### src/rtl/mult_pkg.sv
// ---------------------------------------------------------------------------
// mult_pkg
// Shared sizing constants for the multiplier block.
//   WIDTH  : default operand width in bits
//   PWIDTH : full product width (2*WIDTH)
// ---------------------------------------------------------------------------
package mult_pkg;
  localparam int WIDTH  = 16;
  localparam int PWIDTH = 2 * WIDTH;
endpackage

### src/rtl/multiplier_16x16_if.sv
// ---------------------------------------------------------------------------
// multiplier_16x16_if
// Operand/result bundle for the multiplier.
//   in_valid, a, b         : operand side (driven by master)
//   c, p, ovf, out_valid   : registered result side (driven by slave)
// Modports:
//   master : issues operands, observes results (testbench / upstream logic)
//   slave  : the multiplier itself
// ---------------------------------------------------------------------------
interface multiplier_16x16_if #(
  parameter int WIDTH = mult_pkg::WIDTH
);
  logic                 in_valid;
  logic [WIDTH-1:0]     a;
  logic [WIDTH-1:0]     b;
  logic [WIDTH-1:0]     c;
  logic [2*WIDTH-1:0]   p;
  logic                 ovf;
  logic                 out_valid;

  modport master (
    output in_valid, a, b,
    input  c, p, ovf, out_valid
  );

  modport slave (
    input  in_valid, a, b,
    output c, p, ovf, out_valid
  );
endinterface

### src/rtl/multiplier_core.sv
// ---------------------------------------------------------------------------
// multiplier_core
// Purely combinational unsigned WIDTH x WIDTH -> 2*WIDTH multiplier.
// Each bit of b gates a shifted copy of a (one partial product per bit);
// the partial products are summed pairwise in a balanced binary tree.
//   a : multiplicand (unsigned)
//   b : multiplier (unsigned)
//   p : exact product
// ---------------------------------------------------------------------------
module multiplier_core #(
  parameter int WIDTH = mult_pkg::WIDTH
) (
  input  logic [WIDTH-1:0]   a,
  input  logic [WIDTH-1:0]   b,
  output logic [2*WIDTH-1:0] p
);
  localparam int PWIDTH = 2 * WIDTH;
  // Tree depth and leaf count; the leaf row is padded with zeros up to a
  // power of two so every level halves cleanly.
  localparam int LEVELS = $clog2(WIDTH);
  localparam int NLEAF  = 1 << LEVELS;

  genvar gl, gi;
  generate
    for (gl = 0; gl <= LEVELS; gl++) begin : g_lvl
      localparam int N = NLEAF >> gl;
      logic [PWIDTH-1:0] w_sum [N];
      for (gi = 0; gi < N; gi++) begin : g_node
        if (gl == 0) begin : g_leaf
          if (gi < WIDTH) begin : g_pp
            assign w_sum[gi] = b[gi] ? (PWIDTH'(a) << gi) : '0;
          end else begin : g_pad
            assign w_sum[gi] = '0;
          end
        end else begin : g_add
          // The true product fits in PWIDTH bits, so no partial sum overflows.
          assign w_sum[gi] = g_lvl[gl-1].w_sum[2*gi] + g_lvl[gl-1].w_sum[2*gi+1];
        end
      end
    end
  endgenerate

  assign p = g_lvl[LEVELS].w_sum[0];
endmodule

### src/rtl/multiplier_16x16.sv
// ---------------------------------------------------------------------------
// multiplier_16x16
// Registered unsigned multiplier with one cycle of latency.
//   clk   : clock, rising edge
//   rst_n : synchronous active-low reset, overrides in_valid
//   bus   : multiplier_16x16_if.slave
//             in_valid/a/b in; c (low half), p (full product),
//             ovf (upper half nonzero), out_valid out -- all from flops
// Results are only loaded on valid cycles, so c/p/ovf hold their last value
// (and ignore any garbage on a/b) while in_valid is low.
// ---------------------------------------------------------------------------
module multiplier_16x16 #(
  parameter int WIDTH = mult_pkg::WIDTH
) (
  input  logic               clk,
  input  logic               rst_n,
  multiplier_16x16_if.slave  bus
);
  localparam int PWIDTH = 2 * WIDTH;

  logic [PWIDTH-1:0] w_prod;

  logic [WIDTH-1:0]  r_c;
  logic [PWIDTH-1:0] r_p;
  logic              r_ovf;
  logic              r_valid;

  multiplier_core #(
    .WIDTH (WIDTH)
  ) u_core (
    .a (bus.a),
    .b (bus.b),
    .p (w_prod)
  );

  always_ff @(posedge clk) begin
    if (!rst_n) begin
      r_c     <= '0;
      r_p     <= '0;
      r_ovf   <= 1'b0;
      r_valid <= 1'b0;
    end else begin
      r_valid <= bus.in_valid;
      if (bus.in_valid) begin
        r_c   <= w_prod[WIDTH-1:0];
        r_p   <= w_prod;
        r_ovf <= |w_prod[PWIDTH-1:WIDTH];
      end
    end
  end

  assign bus.c         = r_c;
  assign bus.p         = r_p;
  assign bus.ovf       = r_ovf;
  assign bus.out_valid = r_valid;
endmodule

### src/flat_wrapper.sv
// flat-port wrapper written by rule: the top's interface ports become plain ports
module multiplier_16x16_flat 
#(
  parameter int WIDTH = mult_pkg::WIDTH
)
  (clk, rst_n, bus_in_valid, bus_a, bus_b, bus_c, bus_p, bus_ovf, bus_out_valid);
  multiplier_16x16_if #(.WIDTH(WIDTH)) bus_i ();
  input  logic clk;
  input  logic rst_n;
  input wire logic [$bits(bus_i.in_valid)-1:0] bus_in_valid;
  input wire logic [$bits(bus_i.a)-1:0] bus_a;
  input wire logic [$bits(bus_i.b)-1:0] bus_b;
  output wire logic [$bits(bus_i.c)-1:0] bus_c;
  output wire logic [$bits(bus_i.p)-1:0] bus_p;
  output wire logic [$bits(bus_i.ovf)-1:0] bus_ovf;
  output wire logic [$bits(bus_i.out_valid)-1:0] bus_out_valid;
  assign bus_i.in_valid = bus_in_valid;
  assign bus_i.a = bus_a;
  assign bus_i.b = bus_b;
  assign bus_c = bus_i.c;
  assign bus_p = bus_i.p;
  assign bus_ovf = bus_i.ovf;
  assign bus_out_valid = bus_i.out_valid;
  multiplier_16x16 #(.WIDTH(WIDTH)) u_core (.clk(clk), .rst_n(rst_n), .bus(bus_i));
endmodule
### config.mk
export PLATFORM = sky130hd
export DESIGN_NAME = multiplier_16x16_flat
export DESIGN_NICKNAME = d
export VERILOG_FILES = /design/src/rtl/mult_pkg.sv /design/src/rtl/multiplier_16x16_if.sv /design/src/rtl/multiplier_core.sv /design/src/rtl/multiplier_16x16.sv /design/src/flat_wrapper.sv
export SDC_FILE = /design/constraint.sdc
export NUM_CORES = 1
export LEC_CHECK = 0
export ABC_AREA = 1
export CORE_MARGIN = 8
export CORE_UTILIZATION = 35
export CTS_CLUSTER_DIAMETER = 120
export DETAILED_ROUTE_END_ITERATION = 10
export PLACE_DENSITY = 0.54
export SETUP_SLACK_MARGIN = 0.3
export SLEW_MARGIN = 20
export SYNTH_ARGS = -nofsm -noshare
export SYNTH_HDL_FRONTEND = slang
export SYNTH_SLANG_ARGS = --single-unit
### constraint.sdc
create_clock -name clk -period 17.86 [get_ports clk]
set_clock_uncertainty 0.2 [all_clocks]
set_input_delay 1.786 -clock clk [delete_from_list [all_inputs] [get_ports clk]]
set_output_delay 1.786 -clock clk [all_outputs]
set_load 0.1 [all_outputs]
==> out/metrics.cfg <==
[synth]
syn-cell-area_um2 = 12000
synth-simple-area-share_pct = 22.5
synth_top_cell_by_area = fa_1
synth_top_family_by_area = adder cells
synth_warnings = 0
yosys-top-cells-area = fa_1 22%, ha_1 16%, nand2_1 15%
synth-xor-area-share_pct = 5.70
synth-seq-cells = 34
synth_cells = 1851
synth.avg_cell_area_um2 = 6.47
synth_compound_area_share_pct = 9.11
synth_cell_type_count = 38
yosysSeqAreaShare_pct = 5.68
synth-adder-area-share_pct = 38.7
synth_fp_nets = 2176
yosysTopAreaCellShare_pct = 22.4
synth_mux_area_share_pct = 0

[sta]
tightest_slew_ns = 1.01
finalSetupViolCount = 0
min_period_ns = 9.07
slew_violations = 0
rsz0062_at_grt = no
hold_viol_final = 0
tns_ns = 0
worst_slack_ns = 8.79
holdWs_ns = 0.278
slew_headroom_pct = 32.5
max_freq_mhz = 110
min_period_over_period_pct = 50.8

[placement]
dp_cells = 2298
place_ws_ns = 8.52
gp_congestion = 0.896
port_buffers = 84
place_hpwl_um = 27200

[critical_path]
critical_path_required_ns = 17.83
slowest_delay_ns = 0.84
path_class = input pin to register
crit_path_max_fanout = 16
worstPathArrival_ns = 9.03
cp-end-kind = register
critPathSlowestCell = clkdlybuf4s50_1
cp-start-kind = input pin

[clock_tree]
holdBufCountCts = 0
path_clk_slew_ns = 0.05
htreeDepth = 2
clock_latency_ns = 0.27
cts_root_buf = clkbuf_16
post_cts_resized = 0
cts_setup_buffers = 0
cts_tree = built
cts_inserted_buffers = 5
clock_sinks = 34
cts_buffer_depth = 2

[global_routing]
grt_max_degree = 40
grt_pass1_wl_um = 54400
antenna_found_initial = 0
grt-ovfl-total = 0
grt_usage_pct = 15.9
grt_pass1_vias = 10672

[final_layout]
area_growth_pct = 9.89
drive_above_1_share_pct = 1.35
fin_cells = 2306
diodes = 0
fillerInstances = 3609
layout.nets = 2182

[route]
vias_per_cell = 4.62
postRouteAntennaNets = 0
first_pass_iters = 4
wire_per_inst_um = 14.0
drtIter0Drc = 566
vias = 10648
drcViolationCount = 0
routed_wl_um = 32200

[job]
max_cap_viol_count = 0

[floorplanning]
die_h_um = 201
io_pins = 85
coreArea_um2 = 33600
die_x_um = 201
initial_utilization_pct = 35.6
die_area_um2 = 40400
rows = 67

[min_path]
hp-class = register to register

[outcome]
status = complete, no violations

through the flow:
stage               area, um^2  util, %
floorplan                12000        -
global placement         13000     38.7
detailed placement       13000     38.7
CTS                      13200     39.2
global route             13200     39.2
finish                   13200     39.2
cells in the final DEF, fill, tap and decap left out, types with 34 or more instances in the layout:
master           Yosys  routed
dfxtp_1             34      34
fa_1               134     134
ha_1               156     156
a21oi_1             93      93
clkdlybuf4s50_1      0      84
xor2_1              49      49
inv_1              478     478
nand3_1             48      48
nand2_1            492     492
nor2_1             112     112
o21ai_0             54      54
synth_stat cells:
| cell type | instances |
|---|---|
| o21ai_1 | 11 |
| xnor2_1 | 29 |
| o21ai_2 | 4 |
| fa_1 | 134 |
| a31oi_1 | 5 |
| o211ai_1 | 6 |
| nor2_2 | 2 |
| inv_2 | 1 |
| a21oi_1 | 93 |
| a221oi_1 | 1 |
| nand2_2 | 3 |
| dfxtp_1 | 34 |
| buf_4 | 16 |
| nor3_1 | 13 |
| nand3_1 | 48 |
| nand2_1 | 492 |
| a21boi_2 | 2 |
| buf_1 | 1 |
| nor4_1 | 1 |
| a21oi_2 | 1 |
| clkbuf_1 | 72 |
| o2111ai_1 | 3 |
| nand3b_1 | 1 |
| nand4_1 | 11 |
| o31a_1 | 1 |
| or2_2 | 1 |
| a21o_1 | 4 |
| a21boi_1 | 3 |
| o221ai_1 | 1 |
| or2_1 | 1 |
| a211oi_1 | 2 |
| o21ai_0 | 54 |
| o31ai_1 | 1 |
| nor2_1 | 112 |
| ha_1 | 156 |
| o21bai_1 | 4 |
| xor2_1 | 49 |
| inv_1 | 478 |
critical path, delay by kind of cell:
family	cells	cell delay [ns]
fa+ha+maj	8	3.63
simple gates	16	1.64
buf+inv	6	1.12
compound gates	3	0.64
xor+xnor	1	0.19
flip-flops by register name, summed over array words and instances (netlist names):
| name | flops |
|---|---|
| u_core.bus.p | 32 |
| u_core.bus.out_valid | 1 |
| u_core.bus.ovf | 1 |
kinds of logic (layout without fill, tap and decap cells):
logic type,after synthesis,after routing
AO/OA/AOI/OAI,196,196
XOR/XNOR,78,78
flip-flops,34,34
buffers and inverters,568,575
AND/OR/NAND/NOR,685,685
adder cells (fa/ha/maj),290,290
per-layer routing:
layer	wire length, um	part of all wire (%)	track usage, %
met5	0	0	0
met4	364	1.1	2.58
met3	1530	4.7	1.68
met2	14300	44	26.0
met1	16100	50	22.7
final timing paths:
kind	startpoint	end	slack [ns]	cells after the start
hold reg to reg	u_core.bus.p[19]	u_core.bus.p[19]	0.28	2
setup / recovery	bus_b[4]	u_core.bus.ovf	8.79	34
hold / removal	u_core.bus.p[19]	u_core.bus.p[19]	0.28	2
setup reg to reg	u_core.bus.p[23]	u_core.bus.p[23]	16.87	4
final cells by class:
type | instances | area [um^2] | area share (%)
Clock inverter | 1 | 5.00 | 0.0380
Clock buffer | 7 | 143 | 1.08
Timing Repair Buffer | 88 | 871 | 6.61
Multi-Input combinational cell | 1249 | 9110 | 69.2
Sequential cell | 34 | 681 | 5.17
Tap cell | 448 | 561 | 4.26
Inverter | 479 | 1800 | 13.7
Power is left out: the tool's default activity adds up to more than one toggle a clock period on the data nets, which glitch-free logic cannot reach.
